==> src/rtl/tdc_seq_pkg.sv <==
// tdc_seq_pkg: shared state type, default header and parameter limits for the TDC byte sequencer.
package tdc_seq_pkg;
   typedef enum logic [2:0] {S_IDLE, S_HDR, S_DATA, S_CSUM, S_GAPW} tdc_state_e;
   localparam logic [7:0] TDC_HDR_DEF = 8'hA5;
   localparam int TDC_WB_MAX = 8;
   localparam int TDC_GAP_MAX = 15;
   localparam int TDC_CNT_W = 4;
endpackage

==> src/rtl/tdc_gap_cnt.sv <==
// tdc_gap_cnt: loadable down-counter timing the inter-byte wait; done while the count is zero.
module tdc_gap_cnt
   import tdc_seq_pkg::*;
(
   input  logic                 clk,
   input  logic                 reset,
   input  logic                 load_i,
   input  logic [TDC_CNT_W-1:0] val_i,
   output logic                 done_o
);
   logic [TDC_CNT_W-1:0] cnt_q, cnt_d;
   assign done_o = cnt_q == '0;
   always_comb cnt_d = load_i ? val_i : (done_o ? cnt_q : cnt_q - 1'b1);
   always_ff @(posedge clk) begin
      if (reset) cnt_q <= '0;
      else cnt_q <= cnt_d;
   end
endmodule

==> src/rtl/tdc_byte_seq.sv <==
// tdc_byte_seq: replays one hit word as a strobed byte frame (header, data MSB-first, optional checksum).
// Define TDC_SEQ_CSUM_EN to append an XOR checksum byte to every frame.
module tdc_byte_seq
   import tdc_seq_pkg::*;
#(
   parameter int         WORD_BYTES = 4,
   parameter int         GAP        = 0,
   parameter logic [7:0] HDR        = TDC_HDR_DEF
) (
   input  logic                    clk,
   input  logic                    reset,
   input  logic                    in_valid,
   input  logic [8*WORD_BYTES-1:0] in_data,
   output logic                    in_ready,
   output logic [7:0]              Dout,
   output logic                    en,
   output logic                    frame_done,
   output logic                    busy
);
   localparam int DW = 8*WORD_BYTES;
   localparam logic [TDC_CNT_W-1:0] GAP_LD = TDC_CNT_W'(GAP > 0 ? GAP - 1 : 0);
   if (WORD_BYTES < 1 || WORD_BYTES > TDC_WB_MAX || GAP < 0 || GAP > TDC_GAP_MAX) begin : g_bad_param
      $error("tdc_byte_seq: WORD_BYTES or GAP out of range");
   end
   tdc_state_e state_q, state_d, prev_q, prev_d, nxt_st;
   logic [DW-1:0] sr_q, sr_d;
   logic [TDC_CNT_W-1:0] idx_q, idx_d;
   logic [7:0] dout_q, dout_d, nxt_b;
   logic en_q, en_d, fd_q, fd_d, nxt_fd, more, emit, gap_ld, gap_done;
`ifdef TDC_SEQ_CSUM_EN
   logic [7:0] csum_q, csum_d;
`endif
   tdc_gap_cnt u_gap (.clk(clk), .reset(reset), .load_i(gap_ld), .val_i(GAP_LD), .done_o(gap_done));
   // prev_q remembers the last strobed byte kind so GAPW knows what comes next
   always_comb begin
      more = (prev_q == S_HDR || prev_q == S_DATA) && idx_q != '0;
      nxt_st = S_DATA;
      nxt_b = sr_q[DW-1 -: 8];
`ifdef TDC_SEQ_CSUM_EN
      nxt_fd = 1'b0;
      if (prev_q == S_DATA && idx_q == '0) begin
         more = 1'b1;
         nxt_st = S_CSUM;
         nxt_b = csum_q;
         nxt_fd = 1'b1;
      end
`else
      nxt_fd = idx_q == TDC_CNT_W'(1);
`endif
   end
   always_comb begin
      state_d = state_q;
      prev_d = prev_q;
      sr_d = sr_q;
      idx_d = idx_q;
      dout_d = dout_q;
      en_d = 1'b0;
      fd_d = 1'b0;
      gap_ld = 1'b0;
      emit = 1'b0;
`ifdef TDC_SEQ_CSUM_EN
      csum_d = csum_q;
`endif
      if (state_q == S_IDLE) begin
         if (in_valid && in_ready) begin
            state_d = S_HDR;
            prev_d = S_HDR;
            sr_d = in_data;
            idx_d = TDC_CNT_W'(WORD_BYTES);
            dout_d = HDR;
            en_d = 1'b1;
`ifdef TDC_SEQ_CSUM_EN
            csum_d = '0;
`endif
         end
      end else if (!more) state_d = S_IDLE;
      else if (state_q != S_GAPW && GAP > 0) begin
         state_d = S_GAPW;
         gap_ld = 1'b1;
      end else emit = state_q != S_GAPW || gap_done;
      if (emit) begin
         state_d = nxt_st;
         prev_d = nxt_st;
         dout_d = nxt_b;
         en_d = 1'b1;
         fd_d = nxt_fd;
         if (nxt_st == S_DATA) begin
            sr_d = sr_q << 8;
            idx_d = idx_q - 1'b1;
`ifdef TDC_SEQ_CSUM_EN
            csum_d = csum_q ^ nxt_b;
`endif
         end
      end
   end
   always_ff @(posedge clk) begin
      if (reset) begin
         state_q <= S_IDLE;
         prev_q <= S_IDLE;
         sr_q <= '0;
         idx_q <= '0;
         dout_q <= '0;
         en_q <= 1'b0;
         fd_q <= 1'b0;
`ifdef TDC_SEQ_CSUM_EN
         csum_q <= '0;
`endif
      end else begin
         state_q <= state_d;
         prev_q <= prev_d;
         sr_q <= sr_d;
         idx_q <= idx_d;
         dout_q <= dout_d;
         en_q <= en_d;
         fd_q <= fd_d;
`ifdef TDC_SEQ_CSUM_EN
         csum_q <= csum_d;
`endif
      end
   end
   assign in_ready = state_q == S_IDLE && !reset;
   assign busy = state_q != S_IDLE;
   assign Dout = dout_q;
   assign en = en_q;
   assign frame_done = fd_q;
endmodule

==> config.mk <==
export PLATFORM = sky130hd
export DESIGN_NAME = tdc_byte_seq
export DESIGN_NICKNAME = d
export VERILOG_FILES = /design/src/rtl/tdc_seq_pkg.sv /design/src/rtl/tdc_gap_cnt.sv /design/src/rtl/tdc_byte_seq.sv
export SDC_FILE = /design/constraint.sdc
export NUM_CORES = 1
export LEC_CHECK = 0
export CAP_MARGIN = 20
export CORE_ASPECT_RATIO = 1.75
export CORE_MARGIN = 4
export CORE_UTILIZATION = 28
export DETAILED_ROUTE_END_ITERATION = 8
export PLACE_DENSITY_LB_ADDON = 0.25
export SYNTH_ARGS = -nofsm -noshare
export SYNTH_HDL_FRONTEND = slang
export SYNTH_HIERARCHICAL = 1
export SYNTH_SLANG_ARGS = --single-unit
export TNS_END_PERCENT = 20
==> constraint.sdc <==
create_clock -name clk -period 4.15 [get_ports clk]
set_clock_uncertainty 0.05 [all_clocks]
set_input_delay 0.415 -clock clk [delete_from_list [all_inputs] [get_ports clk]]
set_output_delay 0.415 -clock clk [all_outputs]
set_load 0.005 [all_outputs]
==> results of run 1 <==
[per-layer routing]
metal	part of all wire [%]	GRT usage (%)	up-vias
li1	-	-	1033
met1	42	14.9	1003
met2	54	23.7	46
met3	3.0	2.25	11
met4	1.7	4.80	0
met5	0	0	-
[placed cells by master, fill, tap and decap left out, types with 2 or more instances in the layout]
cell / instances
nand2_1: 66
dfxtp_1: 50
clkdlybuf4s50_1: 46
o41ai_1: 24
a21oi_1: 16
a31oi_1: 14
a31oi_2: 10
nor2_1: 9
o311ai_0: 7
buf_4: 6
nor4_1: 5
nand4_1: 5
clkbuf_16: 5
a211oi_1: 4
inv_1: 3
ha_1: 3
clkinv_2: 2
[worst min-delay path by stage]
stage                     startpoint  slack (ps)      end
after floorplan              sr_q[0]         390  sr_q[0]
after global placement       sr_q[3]         400  sr_q[3]
after detailed placement     sr_q[2]         410  sr_q[2]
after CTS                    sr_q[2]         420  sr_q[2]
after global routing         sr_q[3]         440  sr_q[3]
final                        sr_q[1]         410  sr_q[1]
[kinds of logic after synthesis]
group / after synthesis / synth area share [%]
AND/OR/NAND/NOR: 92 / 17.6
AO/OA/AOI/OAI: 82 / 28.6
flip-flops: 50 / 43.4
buffers and inverters: 34 / 8.03
adder cells (fa/ha/maj): 3 / 1.63
XOR/XNOR: 2 / 0.760
[report_power, final]
| part | internal (mW) | switching [mW] |
|---|---|---|
| logic | 0.0689 | 0.0832 |
| registers | 0.502 | 0.0149 |
| clock network | 0.239 | 0.175 |
[state kept, by name, indices dropped and copies added (netlist names)]
register,count
state_q,2
idx_q,4
prev_q,2
sr_q,32
frame_done,1
Dout,8
en,1
[layout make-up]
| class | instances | area (um^2) | area share (%) |
|---|---|---|---|
| clock inverters | 1 | 5.00 | 0.171 |
| well taps | 90 | 113 | 3.85 |
| flip-flops and latches | 50 | 1000 | 34.3 |
| repair buffers | 52 | 505 | 17.3 |
| inverters | 5 | 20.0 | 0.685 |
| multi-input cells | 179 | 1130 | 38.8 |
| clock buffers | 7 | 143 | 4.88 |
[critical path: cells and delay by family]
family / cells / cell delay, ps
compound gates: 2 / 620
simple gates: 1 / 470
buf+inv: 3 / 1250
[through the flow]
stage	setup slack [ps]	cell area [um^2]
detailed placement	1210	2770
global route	1360	2920
finish	1500	2920
CTS	1500	2920
floorplan	2420	2300
global placement	1210	2770
==> results.toml, run 1 <==
[clock_network]
cts.root.buffer_cell = "clkbuf_16"
cts_inserted_buffers = 5
cts_resized = 0
clk_path_buf_depth = 2
cts.sinks = 50
clk_transition_reported_paths_ps = 60
cts-hold-fix-buffers = 0
cts.repair_timing.setup_buffer_count = 0
htree_num_levels = 2
tritoncts = "done"
clk-insertion-delay-late_ps = 290

[power_and_ir_drop]
post-layout-total-power_mw = 1.08
power.ir.vdd_worst_mv = 0.175
leakage_nw = 0.940
powerDensity_nw_per_um2 = 371

[grt]
grt_pass1_wl_um = 10200
groute.usage.overall_pct = 12.9
grt_antenna_before_repair = 0
grt_start_max_net_pins = 43
grt_overflow_total = 0
grt_pass1_vias = 2088

[floorplanning]
top_level_ports = 47
dieHeight_um = 128
die_area_um2 = 9800
floorplan.core_area_um2 = 7960
core.rowCount = 43
initial_core_util_pct = 28.9
dieWidth_um = 76.6

[route]
postRouteWirelength_um = 6360
drc = 0
drt_iter0_markers = 162
drt_pre_antenna_iters = 4
antenna_left = 0
post_drt_wl_per_cell_um = 16.6
via_per_inst = 5.45
dr_total_vias = 2093

[critical_path]
timing.critical_path.required_ps = 4280
startpoint_type = "input port"
capture_point_of_the_worst_reg_to_reg_path = "Dout[4]"
setup.worst_path.end_class = "register"
timing.critical_path.slowest_cell_delay_ps = 560
worst-path-max-fanout = 42
worstSetupStartpoint = "reset"
critical_path_arrival_ps = 2780
ff2ff_path_depth = 6
critPathSlowestCell = "clkinv_2"
crit_chain = "clkdlybuf4s50_1 -> buf_4 -> or4b_4 -> clkinv_2 -> a311o_1 -> o311a_1"
criticalPathCategory = "input port to register"
r2r-start = "idx_q[0]"
regToRegSetupSlack_ps = 1820
setup.worst_path.end = "idx_q[2]"

[synthesis]
share_of_flip_flops_with_an_asynchronous_set_or_reset_after_synthesis_pct = 0
synth_top_area_cell = "dfxtp_1"
synth_flop_cell = "dfxtp_1"
syn_avg_cell_area_um2 = 8.76
synth_commonest_cells = "nand2_1 (66), dfxtp_1 (50), o41ai_1 (24)"
synth_area_um2 = 2300
mappedNetlistNets = 301
synthCells = 263
count_of_synthesis_stage_warnings_from_yosys = 6
synth.most_common_cell = "nand2_1"
yosys-top-cells-area = "dfxtp_1 (43%), nand2_1 (11%), o41ai_1 (9.1%), a31oi_2 (5.4%), a31oi_1 (3.8%)"
ys_seq_area_share_pct = 43.4
ys_seq_elements = 50
synth_cell_types = 35
synthDominantCellAreaShare_pct = 43.4
synth-edff-count = 0

[placement]
placed_cells = 376
io_buffer_count = 46
place.gp.congestion = 0.766
hpwl_um = 4120

[final_layout]
design.final.nets = 331
fin_cells = 384
diodes = 0
synthToLayoutAreaGrowth_pct = 26.8
post-route-util_pct = 36.7
nFillCells = 844
proportion_of_layout_cells_with_a_drive_suffix_above_1_pct = 10.2

[timing]
setup_violations = 0
post_layout_minimum_cycle_time_ps = 2650
tightest_slew_ps = 1040
max_freq_ghz = 0.378
finalHoldViolations = 0
max_slew_margin_pct = 30.9
final-max-slew-violation-count = 0
totalNegativeSetupSlack_ps = 0
final.period_utilization_pct = 63.8
worst_hold_slack_ps = 410
unrepaired_setup_endpoints_after_global_routing = "no"

[run_status]
run_status = "finished, final reports clean"

[hold_path]
hp-class = "register to register"
hold_path_depth = 2

[run]
cap_violations = 0
(Power assumes the default switching activity.)
==> run 2: changes to the inputs <==
==> constraint.sdc (replaced) <==
create_clock -name clk -period 2.35 [get_ports clk]
set_clock_uncertainty 0.05 [all_clocks]
set_input_delay 0.235 -clock clk [delete_from_list [all_inputs] [get_ports clk]]
set_output_delay 0.235 -clock clk [all_outputs]
set_load 0.005 [all_outputs]
==> results.toml, run 2 (synthesis gave the netlist of run 1 again) <==
[grt]
grt_pass1_wl_um = 10900
groute.usage.overall_pct = 13.7
grt_overflow_total = 0
grt_antenna_before_repair = 0
grt_start_max_net_pins = 42
grt_pass1_vias = 2127

[timing]
tightest_slew_ps = 665
final-max-slew-violation-count = 0
max_slew_margin_pct = 55.4
totalNegativeSetupSlack_ps = 0
setup_violations = 0
max_freq_ghz = 0.489
unrepaired_setup_endpoints_after_global_routing = "no"
finalHoldViolations = 0
post_layout_minimum_cycle_time_ps = 2040
timing.final.ws_setup_ps = 305
final.period_utilization_pct = 87.0

[power_and_ir_drop]
power.ir.vdd_worst_mv = 0.320
powerDensity_nw_per_um2 = 715
post-layout-total-power_mw = 2.15
leakage_nw = 0.980

[placement]
placed_cells = 378
detailedPlace.worstSlack_ps = 272
io_buffer_count = 46
hpwl_um = 4110
place.gp.congestion = 0.742

[final_layout]
fin_cells = 386
max_reg_flops = 32
diodes = 0
proportion_of_layout_cells_with_a_drive_suffix_above_1_pct = 11.1
design.final.nets = 333
nFillCells = 836
most_frequent_cells_in_the_layout = "nand2_1 (66), dfxtp_1 (50), clkdlybuf4s50_1 (46), o41ai_1 (24), a21oi_1 (16)"
ff_latch_area_um2 = 1000
synthToLayoutAreaGrowth_pct = 30.2
multi_input_gate_area_in_the_final_layout_um2 = 1130
final_common_cell = "nand2_1"
regMostFlops = "sr_q"

[floorplanning]
floorplan.core_area_um2 = 7960
dieWidth_um = 76.6
die_area_um2 = 9800
core.rowCount = 43
initial_core_util_pct = 28.9
top_level_ports = 47
dieHeight_um = 128

[critical_path]
startpoint_type = "register"
worst-path-max-fanout = 37
critical_path_arrival_ps = 2160
timing.critical_path.required_ps = 2460
setup.worst_path.end_class = "register"
criticalPathCategory = "register to register"

[clock_network]
htree_num_levels = 2
cts_resized = 0
tritoncts = "done"
clk-insertion-delay-late_ps = 290
cts.repair_timing.setup_buffer_count = 0
cts.sinks = 50
cts.root.buffer_cell = "clkbuf_16"
cts_inserted_buffers = 5
cts-hold-fix-buffers = 0
clk_path_buf_depth = 2
clk_transition_reported_paths_ps = 70

[route]
antenna_left = 0
post_drt_wl_per_cell_um = 16.9
drt_iter0_markers = 154
drc = 0
dr_total_vias = 2109
postRouteWirelength_um = 6530
drt_pre_antenna_iters = 4
via_per_inst = 5.46

[run_status]
run_status = "finished, final reports clean"

[run]
cap_violations = 0

[hold_path]
hp-class = "register to register"
==> run 2: final timing paths <==
kind | start | end | slack, ps | cells past startpoint
min | sr_q[1] | sr_q[1] | 410 | 2
min reg2reg | sr_q[1] | sr_q[1] | 410 | 2
max | idx_q[0] | prev_q[0] | 310 | 6
max reg2reg | idx_q[0] | prev_q[0] | 310 | 6
==> run 2: power breakdown <==
group	total [mW]	internal, mW	switching (mW)
logic	0.276	0.125	0.152
clock network	0.958	0.639	0.319
registers	0.912	0.886	0.0257
==> run 2: critical path: stages, from the launching register on <==
cell,delay (ps)
dfxtp_1,400
inv_1,100
ha_1,210
nor3b_4,150
buf_4,260
o31ai_2,630
nor2_1,100
==> run 2: area by class of cell <==
cell class | instances | area share, %
well taps | 90 | 3.75
multi-input cells | 179 | 37.8
inverters | 5 | 0.667
repair buffers | 54 | 17.8
flip-flops and latches | 50 | 33.4
clock buffers | 6 | 4.63
clock inverters | 2 | 2.00
==> run 2: layer usage <==
metal  up-vias  share of wire [%]  track usage, %
li1       1037                  -               -
met1      1026                 42            16.3
met2        36                 54            24.2
met3        10                2.5            2.32
met4         0                2.2            5.98
met5         -                  0               0
==> run 2: metrics by stage <==
step	cell area (um^2)	util [%]	hold WS (ps)
after detailed placement	2800	35.2	401
after global placement	2800	35.2	399
final	3000	37.7	407
after floorplan	2300	-	321
after CTS	3000	37.7	411
after global routing	3000	37.7	430
==> run 3: changes to the inputs <==
--- a/config.mk
+++ b/config.mk
@@ -9,6 +9,7 @@
 export CORE_ASPECT_RATIO = 1.75
 export CORE_MARGIN = 4
 export CORE_UTILIZATION = 28
+export CTS_CLUSTER_DIAMETER = 60
 export DETAILED_ROUTE_END_ITERATION = 8
 export PLACE_DENSITY_LB_ADDON = 0.25
 export SYNTH_ARGS = -nofsm -noshare
==> constraint.sdc (replaced) <==
create_clock -name clk -period 2.35 [get_ports clk]
set_clock_uncertainty 0.05 [all_clocks]
set_input_delay 0.235 -clock clk [delete_from_list [all_inputs] [get_ports clk]]
set_output_delay 0.235 -clock clk [all_outputs]
set_load 0.1 [all_outputs]
==> results.toml, run 3 (synthesis gave the netlist of run 1 again) <==
[floorplanning]
dieWidth_um = 76.6
die_area_um2 = 9800
floorplan.core_area_um2 = 7960
initial_core_util_pct = 28.9
core.rowCount = 43
top_level_ports = 47
dieHeight_um = 128

[clock_network]
cts.root.buffer_cell = "clkbuf_16"
clk-insertion-delay-late_ps = 290
cts.sinks = 50
clk_path_buf_depth = 2
htree_num_levels = 2
cts-hold-fix-buffers = 0
tritoncts = "done"
cts_resized = 0
cts.repair_timing.setup_buffer_count = 0
clk_transition_reported_paths_ps = 70
cts_inserted_buffers = 5

[final_layout]
finish.instance_area_um2 = 2980
diodes = 0
final_common_cell = "nand2_1"
synthToLayoutAreaGrowth_pct = 29.3
max_reg_flops = 32
fin_cells = 389
most_frequent_cells_in_the_layout = "nand2_1 (66), dfxtp_1 (50), clkdlybuf4s50_1 (34), o41ai_1 (24), buf_4 (21)"
nFillCells = 837
regMostFlops = "sr_q"
design.final.nets = 336
post-route-util_pct = 37.4
proportion_of_layout_cells_with_a_drive_suffix_above_1_pct = 16.4

[route]
post_drt_wl_per_cell_um = 16.5
drt_iter0_markers = 128
drt_pre_antenna_iters = 4
postRouteWirelength_um = 6400
drc = 0
via_per_inst = 5.39
dr_total_vias = 2098
antenna_left = 0

[critical_path]
setup.worst_path.end_class = "register"
crit_chain = "inv_1 -> ha_1 -> nor3b_4 -> buf_4 -> o41ai_1 -> a31oi_1"
criticalPathCategory = "register to register"
worst-path-max-fanout = 18
timing.critical_path.required_ps = 2510
critPathTopFamily = "simple AND/OR/NAND/NOR gates"
critical_path_arrival_ps = 2160
critPathSlowestCell = "nor3b_4"
startpoint_type = "register"
path_buf_inv = 2
timing.critical_path.slowest_cell_delay_ps = 650

[grt]
grt_antenna_before_repair = 0
grt_overflow_total = 0
groute.usage.overall_pct = 13.4
grt_pass1_wl_um = 10400
grt_pass1_vias = 2087
grt_start_max_net_pins = 42

[timing]
timing.final.ws_setup_ps = 352
final.period_utilization_pct = 85.0
finalHoldViolations = 0
worst_hold_slack_ps = 415
unrepaired_setup_endpoints_after_global_routing = "no"
totalNegativeSetupSlack_ps = 0
max_slew_margin_pct = 49.2
max_freq_ghz = 0.501
setup_violations = 0
post_layout_minimum_cycle_time_ps = 2000
tightest_slew_ps = 761
final-max-slew-violation-count = 0

[run_status]
run_status = "finished, final reports clean"

[hold_path]
hp-class = "register to register"

[power_and_ir_drop]
p_int_mw = 1.50
share_clk_of_total_power_pct = 38.8
leakage_nw = 1.01
p_seq_share_pct = 44.5
p_sw_share_pct = 27.0
power.combinational.fraction_pct = 16.8
switchingPower_mw = 0.556
powerDensity_nw_per_um2 = 690
power.ir.vdd_worst_mv = 0.286
post-layout-total-power_mw = 2.06

[placement]
placed_cells = 381
placed_area_um2 = 2810
hpwl_um = 4260
place.gp.congestion = 0.707
detailedPlace.worstSlack_ps = 224
io_buffer_count = 46

[run]
cap_violations = 0
[run 3: cell count changes in the layout (fill, tap and decap cells not counted), sizes merged]
cell / before / now
buf: 8 / 23
clkdlybuf4s50: 46 / 34
bufinv: 2 / 0
clkbuf: 6 / 8
[run 3: power by group through the flow]
stage,Clock [mW],Sequential [mW],Combinational (mW)
after global placement,0,0.933,0.346
final,0.797,0.914,0.345
after CTS,0.810,0.914,0.348
after floorplan,0,0.967,0.186
after global routing,0.835,0.917,0.374
after detailed placement,0,0.932,0.347
[run 3: final cells by class]
class,count,area [um^2],share of cell area (%)
multi-input combinational,179,1140,38.3
sequential,50,1000,33.6
timing repair buffer,57,538,18.1
clock buffer,8,166,5.58
tap,90,113,3.78
inverter,5,20.0,0.672
[run 3: tightest hold or removal path: stages (launching register included)]
cell     delay, ps
dfxtp_1        310
nand2_1         50
a21oi_1         50
[run 3: per-layer routing]
layer	share of wire, %	track usage [%]	up-vias	routed length, um
met5	0	0	-	0
met4	3.5	7.15	0	224
met3	3.2	2.46	12	207
met2	51	23.1	51	3260
met1	42	15.6	993	2710
li1	-	-	1042	-
[run 3: final timing paths]
path	startpoint	end	slack [ps]	cells after the start
max	idx_q[0]	sr_q[13]	350	6
min	sr_q[3]	sr_q[3]	410	2
max reg2reg	idx_q[0]	sr_q[13]	350	6
min reg2reg	sr_q[3]	sr_q[3]	410	2
